**src/rtl/vga_timing_pkg.sv**
```systemverilog
// ============================================================================
// vga_timing_pkg : segment encoding, register map and 640x480 defaults
// Revision: 1.0
// ============================================================================
`default_nettype none

package vga_timing_pkg;

    typedef enum logic [1:0] {
        SEG_SYNC   = 2'd0,
        SEG_BACK   = 2'd1,
        SEG_ACTIVE = 2'd2,
        SEG_FRONT  = 2'd3
    } seg_e;

    localparam logic [2:0] ADDR_H_ACTIVE = 3'd0;
    localparam logic [2:0] ADDR_H_FP     = 3'd1;
    localparam logic [2:0] ADDR_H_SYNC   = 3'd2;
    localparam logic [2:0] ADDR_H_BP     = 3'd3;
    localparam logic [2:0] ADDR_V_ACTIVE = 3'd4;
    localparam logic [2:0] ADDR_V_FP     = 3'd5;
    localparam logic [2:0] ADDR_V_SYNC   = 3'd6;
    localparam logic [2:0] ADDR_V_BP     = 3'd7;

    localparam int DEF_H_ACTIVE = 640;
    localparam int DEF_H_FP     = 16;
    localparam int DEF_H_SYNC   = 96;
    localparam int DEF_H_BP     = 48;
    localparam int DEF_V_ACTIVE = 480;
    localparam int DEF_V_FP     = 10;
    localparam int DEF_V_SYNC   = 2;
    localparam int DEF_V_BP     = 33;

    function automatic int default_value(input logic [2:0] addr);
        case (addr)
            ADDR_H_ACTIVE: return DEF_H_ACTIVE;
            ADDR_H_FP:     return DEF_H_FP;
            ADDR_H_SYNC:   return DEF_H_SYNC;
            ADDR_H_BP:     return DEF_H_BP;
            ADDR_V_ACTIVE: return DEF_V_ACTIVE;
            ADDR_V_FP:     return DEF_V_FP;
            ADDR_V_SYNC:   return DEF_V_SYNC;
            default:       return DEF_V_BP;
        endcase
    endfunction

endpackage

`default_nettype wire

```
**src/rtl/vga_seg_counter.sv**
```systemverilog
// ============================================================================
// vga_seg_counter : segment state + count, advancing one unit per step
// Revision: 1.0
// ============================================================================
`default_nettype none

module vga_seg_counter
    import vga_timing_pkg::*;
#(
    parameter int CNT_BITS = 12
) (
    input  logic                          clk,
    input  logic                          rst,
    input  logic                          step,
    input  logic [3:0][CNT_BITS-1:0]      seg_len,
    output seg_e                          seg,
    output logic [CNT_BITS-1:0]           cnt,
    output logic                          seg_last
);

    localparam logic [CNT_BITS-1:0] C_ONE = CNT_BITS'(1);

    seg_e                seg_q, seg_d;
    logic [CNT_BITS-1:0] cnt_q, cnt_d;

    always_comb begin
        seg_d    = seg_q;
        cnt_d    = cnt_q;
        seg_last = (cnt_q == (seg_len[seg_q] - C_ONE));
        if (step) begin
            if (seg_last) begin
                cnt_d = '0;
                case (seg_q)
                    SEG_SYNC:   seg_d = SEG_BACK;
                    SEG_BACK:   seg_d = SEG_ACTIVE;
                    SEG_ACTIVE: seg_d = SEG_FRONT;
                    default:    seg_d = SEG_SYNC;
                endcase
            end else begin
                cnt_d = cnt_q + C_ONE;
            end
        end
    end

    always_ff @(posedge clk or posedge rst) begin
        if (rst) begin
            seg_q <= SEG_SYNC;
            cnt_q <= '0;
        end else begin
            seg_q <= seg_d;
            cnt_q <= cnt_d;
        end
    end

    assign seg = seg_q;
    assign cnt = cnt_q;

endmodule

`default_nettype wire

```
**src/rtl/vga_timing_ctrl.sv**
```systemverilog
// ============================================================================
// vga_timing_ctrl : programmable VGA sync / data-enable generator
// Revision: 1.0
// ============================================================================
`default_nettype none

module vga_timing_ctrl
    import vga_timing_pkg::*;
#(
    parameter int CNT_BITS = 12
) (
    input  logic                vga_clk,
    input  logic                rst,
    input  logic                enable,
    input  logic                cfg_wr,
    input  logic [2:0]          cfg_addr,
    input  logic [CNT_BITS-1:0] cfg_wdata,
    input  logic                hs_pol,
    input  logic                vs_pol,
    output logic                vga_hs,
    output logic                vga_vs,
    output logic                vga_de,
    output logic [CNT_BITS-1:0] vga_x,
    output logic [CNT_BITS-1:0] vga_y,
    output logic                pix_req,
    output logic                frame_start
);

    localparam logic [CNT_BITS-1:0] C_ONE = CNT_BITS'(1);

    logic [7:0][CNT_BITS-1:0] stage_q, stage_d, work_q, work_d, eff;
    logic                     work_hs_pol_q, work_hs_pol_d, work_vs_pol_q, work_vs_pol_d;
    logic                     eff_hs_pol, eff_vs_pol;
    logic                     in_frame_q, in_frame_d;
    logic                     go, new_frame, h_wrap, frame_end, h_active_nxt;
    logic [3:0][CNT_BITS-1:0] h_len, v_len;

    seg_e                h_seg, v_seg;
    logic [CNT_BITS-1:0] h_cnt, v_cnt;
    logic                h_last, v_last;

    logic                hs_q, hs_d, vs_q, vs_d, de_q, de_d;
    logic                pix_req_q, pix_req_d, frame_start_q, frame_start_d;
    logic [CNT_BITS-1:0] x_q, x_d, y_q, y_d;

    always_comb begin
        go        = in_frame_q || enable;
        new_frame = !in_frame_q && enable;

        // The first cycle of a frame already runs on the staged values.
        eff        = new_frame ? stage_q : work_q;
        eff_hs_pol = new_frame ? hs_pol  : work_hs_pol_q;
        eff_vs_pol = new_frame ? vs_pol  : work_vs_pol_q;

        h_len[SEG_SYNC]   = eff[ADDR_H_SYNC];
        h_len[SEG_BACK]   = eff[ADDR_H_BP];
        h_len[SEG_ACTIVE] = eff[ADDR_H_ACTIVE];
        h_len[SEG_FRONT]  = eff[ADDR_H_FP];
        v_len[SEG_SYNC]   = eff[ADDR_V_SYNC];
        v_len[SEG_BACK]   = eff[ADDR_V_BP];
        v_len[SEG_ACTIVE] = eff[ADDR_V_ACTIVE];
        v_len[SEG_FRONT]  = eff[ADDR_V_FP];

        h_wrap       = (h_seg == SEG_FRONT) && h_last;
        frame_end    = h_wrap && (v_seg == SEG_FRONT) && v_last;
        in_frame_d   = go && !frame_end;
        h_active_nxt = ((h_seg == SEG_ACTIVE) && !h_last) || ((h_seg == SEG_BACK) && h_last);

        stage_d = stage_q;
        if (cfg_wr) begin
            stage_d[cfg_addr] = (cfg_wdata == '0) ? C_ONE : cfg_wdata;
        end
        work_d        = new_frame ? stage_q : work_q;
        work_hs_pol_d = eff_hs_pol;
        work_vs_pol_d = eff_vs_pol;

        hs_d          = (go && (h_seg == SEG_SYNC)) ? eff_hs_pol : ~eff_hs_pol;
        vs_d          = (go && (v_seg == SEG_SYNC)) ? eff_vs_pol : ~eff_vs_pol;
        de_d          = go && (h_seg == SEG_ACTIVE) && (v_seg == SEG_ACTIVE);
        x_d           = de_d ? h_cnt : '0;
        y_d           = de_d ? v_cnt : '0;
        // Vertical segment cannot change unless the line wraps, which never lands in ACTIVE.
        pix_req_d     = go && (v_seg == SEG_ACTIVE) && h_active_nxt;
        frame_start_d = new_frame;
    end

    vga_seg_counter #(.CNT_BITS(CNT_BITS)) u_h_cnt (
        .clk      (vga_clk),
        .rst      (rst),
        .step     (go),
        .seg_len  (h_len),
        .seg      (h_seg),
        .cnt      (h_cnt),
        .seg_last (h_last)
    );

    vga_seg_counter #(.CNT_BITS(CNT_BITS)) u_v_cnt (
        .clk      (vga_clk),
        .rst      (rst),
        .step     (go && h_wrap),
        .seg_len  (v_len),
        .seg      (v_seg),
        .cnt      (v_cnt),
        .seg_last (v_last)
    );

    always_ff @(posedge vga_clk or posedge rst) begin
        if (rst) begin
            for (int i = 0; i < 8; i++) begin
                stage_q[i] <= CNT_BITS'(default_value(3'(i)));
                work_q[i]  <= CNT_BITS'(default_value(3'(i)));
            end
            work_hs_pol_q <= 1'b0;
            work_vs_pol_q <= 1'b0;
            in_frame_q    <= 1'b0;
            hs_q          <= 1'b1;
            vs_q          <= 1'b1;
            de_q          <= 1'b0;
            x_q           <= '0;
            y_q           <= '0;
            pix_req_q     <= 1'b0;
            frame_start_q <= 1'b0;
        end else begin
            stage_q       <= stage_d;
            work_q        <= work_d;
            work_hs_pol_q <= work_hs_pol_d;
            work_vs_pol_q <= work_vs_pol_d;
            in_frame_q    <= in_frame_d;
            hs_q          <= hs_d;
            vs_q          <= vs_d;
            de_q          <= de_d;
            x_q           <= x_d;
            y_q           <= y_d;
            pix_req_q     <= pix_req_d;
            frame_start_q <= frame_start_d;
        end
    end

    assign vga_hs      = hs_q;
    assign vga_vs      = vs_q;
    assign vga_de      = de_q;
    assign vga_x       = x_q;
    assign vga_y       = y_q;
    assign pix_req     = pix_req_q;
    assign frame_start = frame_start_q;

endmodule

`default_nettype wire

```
**config.mk**
```make
export PLATFORM = sky130hd
export DESIGN_NAME = vga_timing_ctrl
export DESIGN_NICKNAME = d
export VERILOG_FILES = /design/src/rtl/vga_timing_pkg.sv /design/src/rtl/vga_seg_counter.sv /design/src/rtl/vga_timing_ctrl.sv
export SDC_FILE = /design/constraint.sdc
export NUM_CORES = 1
export LEC_CHECK = 0
export CORE_MARGIN = 5
export CORE_UTILIZATION = 60
export CTS_BUF_LIST = sky130_fd_sc_hd__clkbuf_4
export CTS_CLUSTER_SIZE = 8
export DETAILED_ROUTE_END_ITERATION = 12
export HOLD_SLACK_MARGIN = 0.08
export PLACE_DENSITY = 0.76
export SLEW_MARGIN = 20
export SYNTH_ARGS = -nofsm -noshare
export SYNTH_HDL_FRONTEND = slang
export SYNTH_SLANG_ARGS = --single-unit
```
**constraint.sdc**
```tcl
create_clock -name vga_clk -period 13 [get_ports vga_clk]
set_input_delay 3.25 -clock vga_clk [delete_from_list [all_inputs] [get_ports vga_clk]]
set_output_delay 3.25 -clock vga_clk [all_outputs]
set_load 0.05 [all_outputs]
```
==> results of run 1 <==
path summary, 6_finish.rpt:
path,start,end,depth (start not counted)
setup / recovery,enable,u_v_cnt.cnt[0]$_DFFE_PP0P_,13
hold / removal,work_q[7]$_DFF_PP1_,work_q[7]$_DFF_PP1_,2
setup reg to reg,in_frame_q$_DFF_PP0_,u_v_cnt.cnt[0]$_DFFE_PP0P_,12
hold reg to reg,work_q[7]$_DFF_PP1_,work_q[7]$_DFF_PP1_,2
max in group asynchronous,rst,work_q[15]$_DFF_PP0_,3
min in group asynchronous,rst,u_v_cnt.cnt[11]$_DFFE_PP0P_,2
cell type report:
cell class,instances,area [µm²]
tap,265,332
sequential,252,6350
clock inverter,10,90.1
clock buffer,110,826
antenna,2,5.00
timing repair buffer,59,569
inverter,13,56.3
multi-input combinational,727,5410
fill,1484,5960
power by group:
part | internal, mW | leakage, nW | switching [mW]
Combinational | 0.109 | 2.78 | 0.0917
Sequential | 0.879 | 3.16 | 0.0685
Clock | 0.421 | 0.558 | 0.318
kinds of logic after synthesis:
logic type,synth area share [%]
compound gates,5.86
xor+xnor,2.69
fa+ha+maj,1.14
buf+inv,2.63
flops,52.7
mux,18.7
simple gates,16.3
critical path, delay by kind of cell:
kind | cells | cell delay (ns)
AND/OR/NAND/NOR | 4 | 1.74
adder cells (fa/ha/maj) | 1 | 0.49
multiplexers | 3 | 1.24
AO/OA/AOI/OAI | 2 | 0.49
XOR/XNOR | 1 | 0.11
buffers and inverters | 2 | 1.30
placed cells by master (no fill, tap or decap), types with 7 or more instances in the layout:
cell type,n
dfstp_2,34
mux2i_1,22
nor2_1,37
nand2b_1,8
ha_1,11
mux4_2,37
nor3_1,14
nand2_1,251
nand4_1,9
inv_1,9
o211ai_1,7
dfrtp_1,218
a21o_1,22
xor2_1,17
o2bb2ai_1,7
buf_4,9
clkbuf_4,110
mux2_2,99
xnor2_1,20
nand3_1,16
clkdlybuf4s50_1,49
a21oi_1,8
and3_1,7
o21ai_0,18
and2_1,28
and3b_1,12
state kept, by name, summed over array words and instances (netlist names):
signal         cells
frame_start        1
in_frame_q         1
pix_req            1
stage_q           96
u_h_cnt.cnt       12
u_h_cnt.seg        2
u_v_cnt.cnt       12
u_v_cnt.seg        2
vga_de             1
vga_hs             1
vga_vs             1
vga_x             12
vga_y             12
work_hs_pol_q      1
work_q            96
work_vs_pol_q      1
through the flow:
stage	cells	utilization, %	total power [mW]	worst slack (ns)	hold slack, ns
finish	1438	69.6	1.89	4.83	0.458
detailed placement	1316	64.9	1.16	4.23	0.452
CTS	1436	69.6	1.91	4.89	0.457
global route	1438	69.6	1.99	4.37	0.457
floorplan	1045	-	1.10	2.88	0.437
global placement	1316	64.9	1.15	4.36	0.445
routing by layer:
metal	track usage, %	vias up	wire length (µm)
met5	0	-	0
met2	37.5	262	12100
met3	5.44	40	1700
met1	33.7	4196	11700
met4	6.38	0	349
li1	-	3863	-
==> flow_metrics.py, run 1 <==
metrics = {
    "yosys": {
        "synthFlopType": "dfrtp_1",
        "yosys_warnings": 0,
        "synthDistinctLibCells": 68,
        "syn-mean-instance-area_um2": 11.5,
        "synth_top_area_cell": "dfrtp_1",
        "yosys-top-cells-count": "nand2_1, dfrtp_1, mux2_2",
        "yosys-top-cells-area": "dfrtp_1, mux2_2, nand2_1, dfstp_2, mux4_2",
        "netlist_instances": 1045,
        "synth.top_cell.area_share_pct": 45.3,
        "synth_nets": 1077,
        "syn_area_mm2": 0.0121,
        "ys_ff_latch": 252,
        "synth_edf_count": 0,
        "ys_async_sr_fraction_pct": 100,
        "synth_most_common_cell": "nand2_1",
        "synth_seq_area_share_pct": 52.7,
    },
    "floorplanning": {
        "io-pin-count": 50,
        "die_width_um": 152,
        "dieHeight_um": 152,
        "core_mm2": 0.0196,
        "rows": 51,
        "dieArea_mm2": 0.0230,
        "start_util_pct": 61.5,
    },
    "clock_tree": {
        "cts.path.max_buffers": 3,
        "clkLatencyLatePin_ns": 0.67,
        "clkTransAtPathRegs_ns": 0.06,
        "hold_buffers": 0,
        "cts_buffers": 67,
        "htreeDepth": 3,
        "cts_root_buf": "clkbuf_4",
        "cts_resized": 0,
        "cts_setup_buffers": 0,
        "cts_tree": "built",
        "cts_sinks": 252,
    },
    "sta": {
        "setup_viol": 0,
        "maxSlewViolCount": 0,
        "period_minus_slack_ns": 8.17,
        "finClkSkew_ns": 0.0379,
        "finalSetupTns_ns": 0,
        "fmax_ghz": 0.122,
        "rsz0062_at_grt": "no",
        "hold_viol_final": 0,
        "max_slew_margin_pct": 32.8,
        "period_share_pct": 62.9,
        "worst_slew_pin_slew_ns": 1.00,
    },
    "worst_setup_path": {
        "worstSetupEndpointType": "flop",
        "path_class": "input port to flop",
        "arrival_ns": 8.70,
        "slowest_stage": "clkdlybuf4s50_1",
        "rrSetupSlack_ns": 7.51,
        "crit_fanout": 56,
        "path_cells": "clkdlybuf4s50_1, nand2b_4, buf_4, mux4_2, mux2i_1, ha_1, xor2_1, o21ai_0, nand3_1, a221o_1, nor4_4, nor2_1, mux2_2",
        "startpoint_type": "input port",
        "cp_data_required_time_ns": 13.53,
        "cp_slowest_stage_delay_ns": 0.68,
    },
    "final_layout": {
        "area_growth_pct": 13.1,
        "drive_above_1_share_pct": 27.1,
        "final_nets": 1152,
        "final_cell_area_mm2": 0.0136,
    },
    "route": {
        "wl_per_cell_um": 17.9,
        "routed_wl_um": 25800,
        "dr.first_iter.drc_count": 740,
        "drc_errors": 0,
        "num_vias": 8361,
        "first_pass_iters": 5,
        "antenna_left": 0,
        "viasPerCell": 5.81,
    },
    "min_path": {
        "holdCritPathClass": "flop to flop",
    },
    "outcome": {
        "status": "finished, final reports clean",
    },
    "placement": {
        "io_buffers": 49,
        "placed_area_mm2": 0.0127,
        "dp_hpwl_um": 16500,
        "gp_congestion": 0.967,
    },
    "global_route": {
        "grt_use_total_pct": 23.8,
        "grt_pass1_wl_um": 42800,
        "overflow": 0,
        "first_global_vias": 8309,
        "grt_start_max_net_pins": 121,
        "antenna_found_initial": 2,
    },
    "power_and_ir_drop": {
        "powerDensity_mw_per_mm2": 138,
        "power.leakage_nw": 6.50,
        "peakVddDrop_mv": 0.0680,
    },
    "run": {
        "drv_cap": 0,
    },
}
No activity file was read; power rests on OpenSTA's default activity.
==> run 2: changes to the inputs <==
--- a/config.mk
+++ b/config.mk
@@ -6,7 +6,7 @@
 export NUM_CORES = 1
 export LEC_CHECK = 0
 export CORE_MARGIN = 5
-export CORE_UTILIZATION = 60
+export CORE_UTILIZATION = 57
 export CTS_BUF_LIST = sky130_fd_sc_hd__clkbuf_4
 export CTS_CLUSTER_SIZE = 8
 export DETAILED_ROUTE_END_ITERATION = 12
==> constraint.sdc (replaced) <==
create_clock -name vga_clk -period 7.2 [get_ports vga_clk]
set_input_delay 1.8 -clock vga_clk [delete_from_list [all_inputs] [get_ports vga_clk]]
set_output_delay 1.8 -clock vga_clk [all_outputs]
set_load 0.05 [all_outputs]
==> flow_metrics.py, run 2 (synthesis gave the netlist of run 1 again) <==
metrics = {
    "final_layout": {
        "layout_common_cells": "nand2_1, dfrtp_1, clkbuf_4",
        "num-fill-cells": 1616,
        "final_nets": 1157,
        "area_growth_pct": 13.0,
        "final_common_cell": "nand2_1",
        "reg_top3": "stage_q x96, work_q x96",
        "drive_above_1_share_pct": 26.8,
    },
    "worst_setup_path": {
        "cp_data_required_time_ns": 7.77,
        "worstSetupStartpoint": "enable",
        "worstSetupEndpointType": "flop",
        "startpoint_type": "input port",
        "arrival_ns": 6.27,
        "r2r_start": "in_frame_q$_DFF_PP0_",
        "crit_fanout": 31,
        "path_class": "input port to flop",
    },
    "sta": {
        "worst_slew_pin_slew_ns": 1.06,
        "maxSlewViolCount": 0,
        "rsz0062_at_grt": "no",
        "hold_viol_final": 0,
        "fmax_ghz": 0.175,
        "period_share_pct": 79.2,
        "finClkSkew_ns": 0.0231,
        "max_slew_margin_pct": 28.7,
        "setup_viol": 0,
        "hold_slack_ns": 0.458,
        "setup_slack_ns": 1.49,
        "period_minus_slack_ns": 5.71,
        "finalSetupTns_ns": 0,
    },
    "clock_tree": {
        "cts_sinks": 252,
        "cts_buffers": 66,
        "clkTransAtPathRegs_ns": 0.06,
        "cts_tree": "built",
        "htreeDepth": 3,
        "cts_resized": 0,
        "cts.path.max_buffers": 3,
        "hold_buffers": 0,
        "cts_setup_buffers": 0,
        "clkLatencyLatePin_ns": 0.64,
        "cts_root_buf": "clkbuf_4",
    },
    "min_path": {
        "holdCritPathClass": "flop to flop",
        "min_from": "work_q[54]$_DFF_PP1_",
    },
    "power_and_ir_drop": {
        "p_total_mw": 3.31,
        "seqPwrFrac_pct": 51.7,
        "power.leakage_nw": 6.47,
        "clkPwrFrac_pct": 37.4,
        "peakVddDrop_mv": 0.135,
        "power.switching_uw": 855,
        "internal_power_mw": 2.46,
        "powerDensity_mw_per_mm2": 243,
        "combPwrFrac_pct": 10.9,
        "swShare_pct": 25.8,
    },
    "global_route": {
        "use_met1_pct": 31.4,
        "antenna_found_initial": 1,
        "first_global_vias": 8461,
        "met3_usage_pct": 4.17,
        "overflow": 0,
        "grt_use_total_pct": 21.8,
        "busiest_layer": "met2",
        "grtUsageMet2_pct": 33.5,
        "grt_pass1_wl_um": 42800,
        "grt_start_max_net_pins": 133,
    },
    "outcome": {
        "status": "finished, final reports clean",
    },
    "route": {
        "viasPerCell": 5.68,
        "wl_per_cell_um": 17.4,
        "num_vias": 8228,
        "drc_errors": 0,
        "routed_wl_um": 25200,
        "antenna_left": 0,
        "dr.first_iter.drc_count": 653,
        "first_pass_iters": 7,
    },
    "floorplanning": {
        "io-pin-count": 50,
        "dieHeight_um": 155,
        "die_width_um": 155,
        "start_util_pct": 57.7,
        "core_mm2": 0.0209,
        "dieArea_mm2": 0.0242,
        "rows": 53,
    },
    "placement": {
        "gp_congestion": 0.915,
        "dp_hpwl_um": 16500,
        "preCtsSetupSlack_ns": 0.906,
        "io_buffers": 49,
    },
    "run": {
        "drv_cap": 0,
    },
}
-- run 2: power groups by stage --
stage	logic, mW	registers, mW	clock network, mW
2_1_floorplan	0.293	1.69	0
3_3_place_gp	0.352	1.73	0
3_5_place_dp	0.364	1.74	0
4_1_cts	0.366	1.71	1.28
5_1_grt	0.406	1.73	1.36
6_report	0.362	1.71	1.24
-- run 2: cell type report --
| type | instances | area, µm² | area share, % |
|---|---|---|---|
| Sequential cell | 252 | 6350 | 46.6 |
| Clock inverter | 14 | 83.8 | 0.615 |
| Tap cell | 275 | 344 | 2.53 |
| Antenna cell | 1 | 2.50 | 0.0184 |
| Timing Repair Buffer | 65 | 623 | 4.57 |
| Clock buffer | 101 | 758 | 5.57 |
| Multi-Input combinational cell | 727 | 5410 | 39.7 |
| Inverter | 13 | 52.6 | 0.386 |
-- run 2: per-layer routing --
metal	vias up	wire length, µm	part of all wire (%)
met5	-	0	0
met4	0	403	1.6
met3	30	1220	4.8
met2	202	11600	46
met1	4124	11900	47
li1	3872	-	-
-- run 2: through the flow --
| stage | cells | instance area, µm² | utilization (%) |
|---|---|---|---|
| floorplan | 1045 | 12100 | - |
| global placement | 1332 | 12800 | 61.2 |
| detailed placement | 1332 | 12800 | 61.2 |
| CTS | 1447 | 13600 | 65.2 |
| global route | 1448 | 13600 | 65.2 |
| finish | 1448 | 13600 | 65.2 |
-- run 2: worst paths after layout --
path                                                    to  slack (ns)  cells after the start
worst min-delay path                  work_q[54]$_DFF_PP1_        0.46                      2
min in group asynchronous       u_v_cnt.cnt[9]$_DFFE_PP0P_        1.45                      2
worst max register to register  u_v_cnt.cnt[0]$_DFFE_PP0P_        2.34                     11
worst min register to register        work_q[54]$_DFF_PP1_        0.46                      2
max in group asynchronous           stage_q[4]$_DFFE_PP0P_        4.59                      3
worst max-delay path            u_v_cnt.cnt[0]$_DFFE_PP0P_        1.49                     12
-- run 2: worst max-delay path, cell delays in order --
cell and delay [ns]:
clkdlybuf4s50_1 0.46, nand2b_4 0.36, buf_4 0.39, mux4_2 0.35
mux2i_1 0.44, nand3_1 0.22, nor3_2 0.29, mux2i_1 0.11
o311a_1 0.38, or4_4 0.60, nor2_1 0.57, mux2_2 0.28
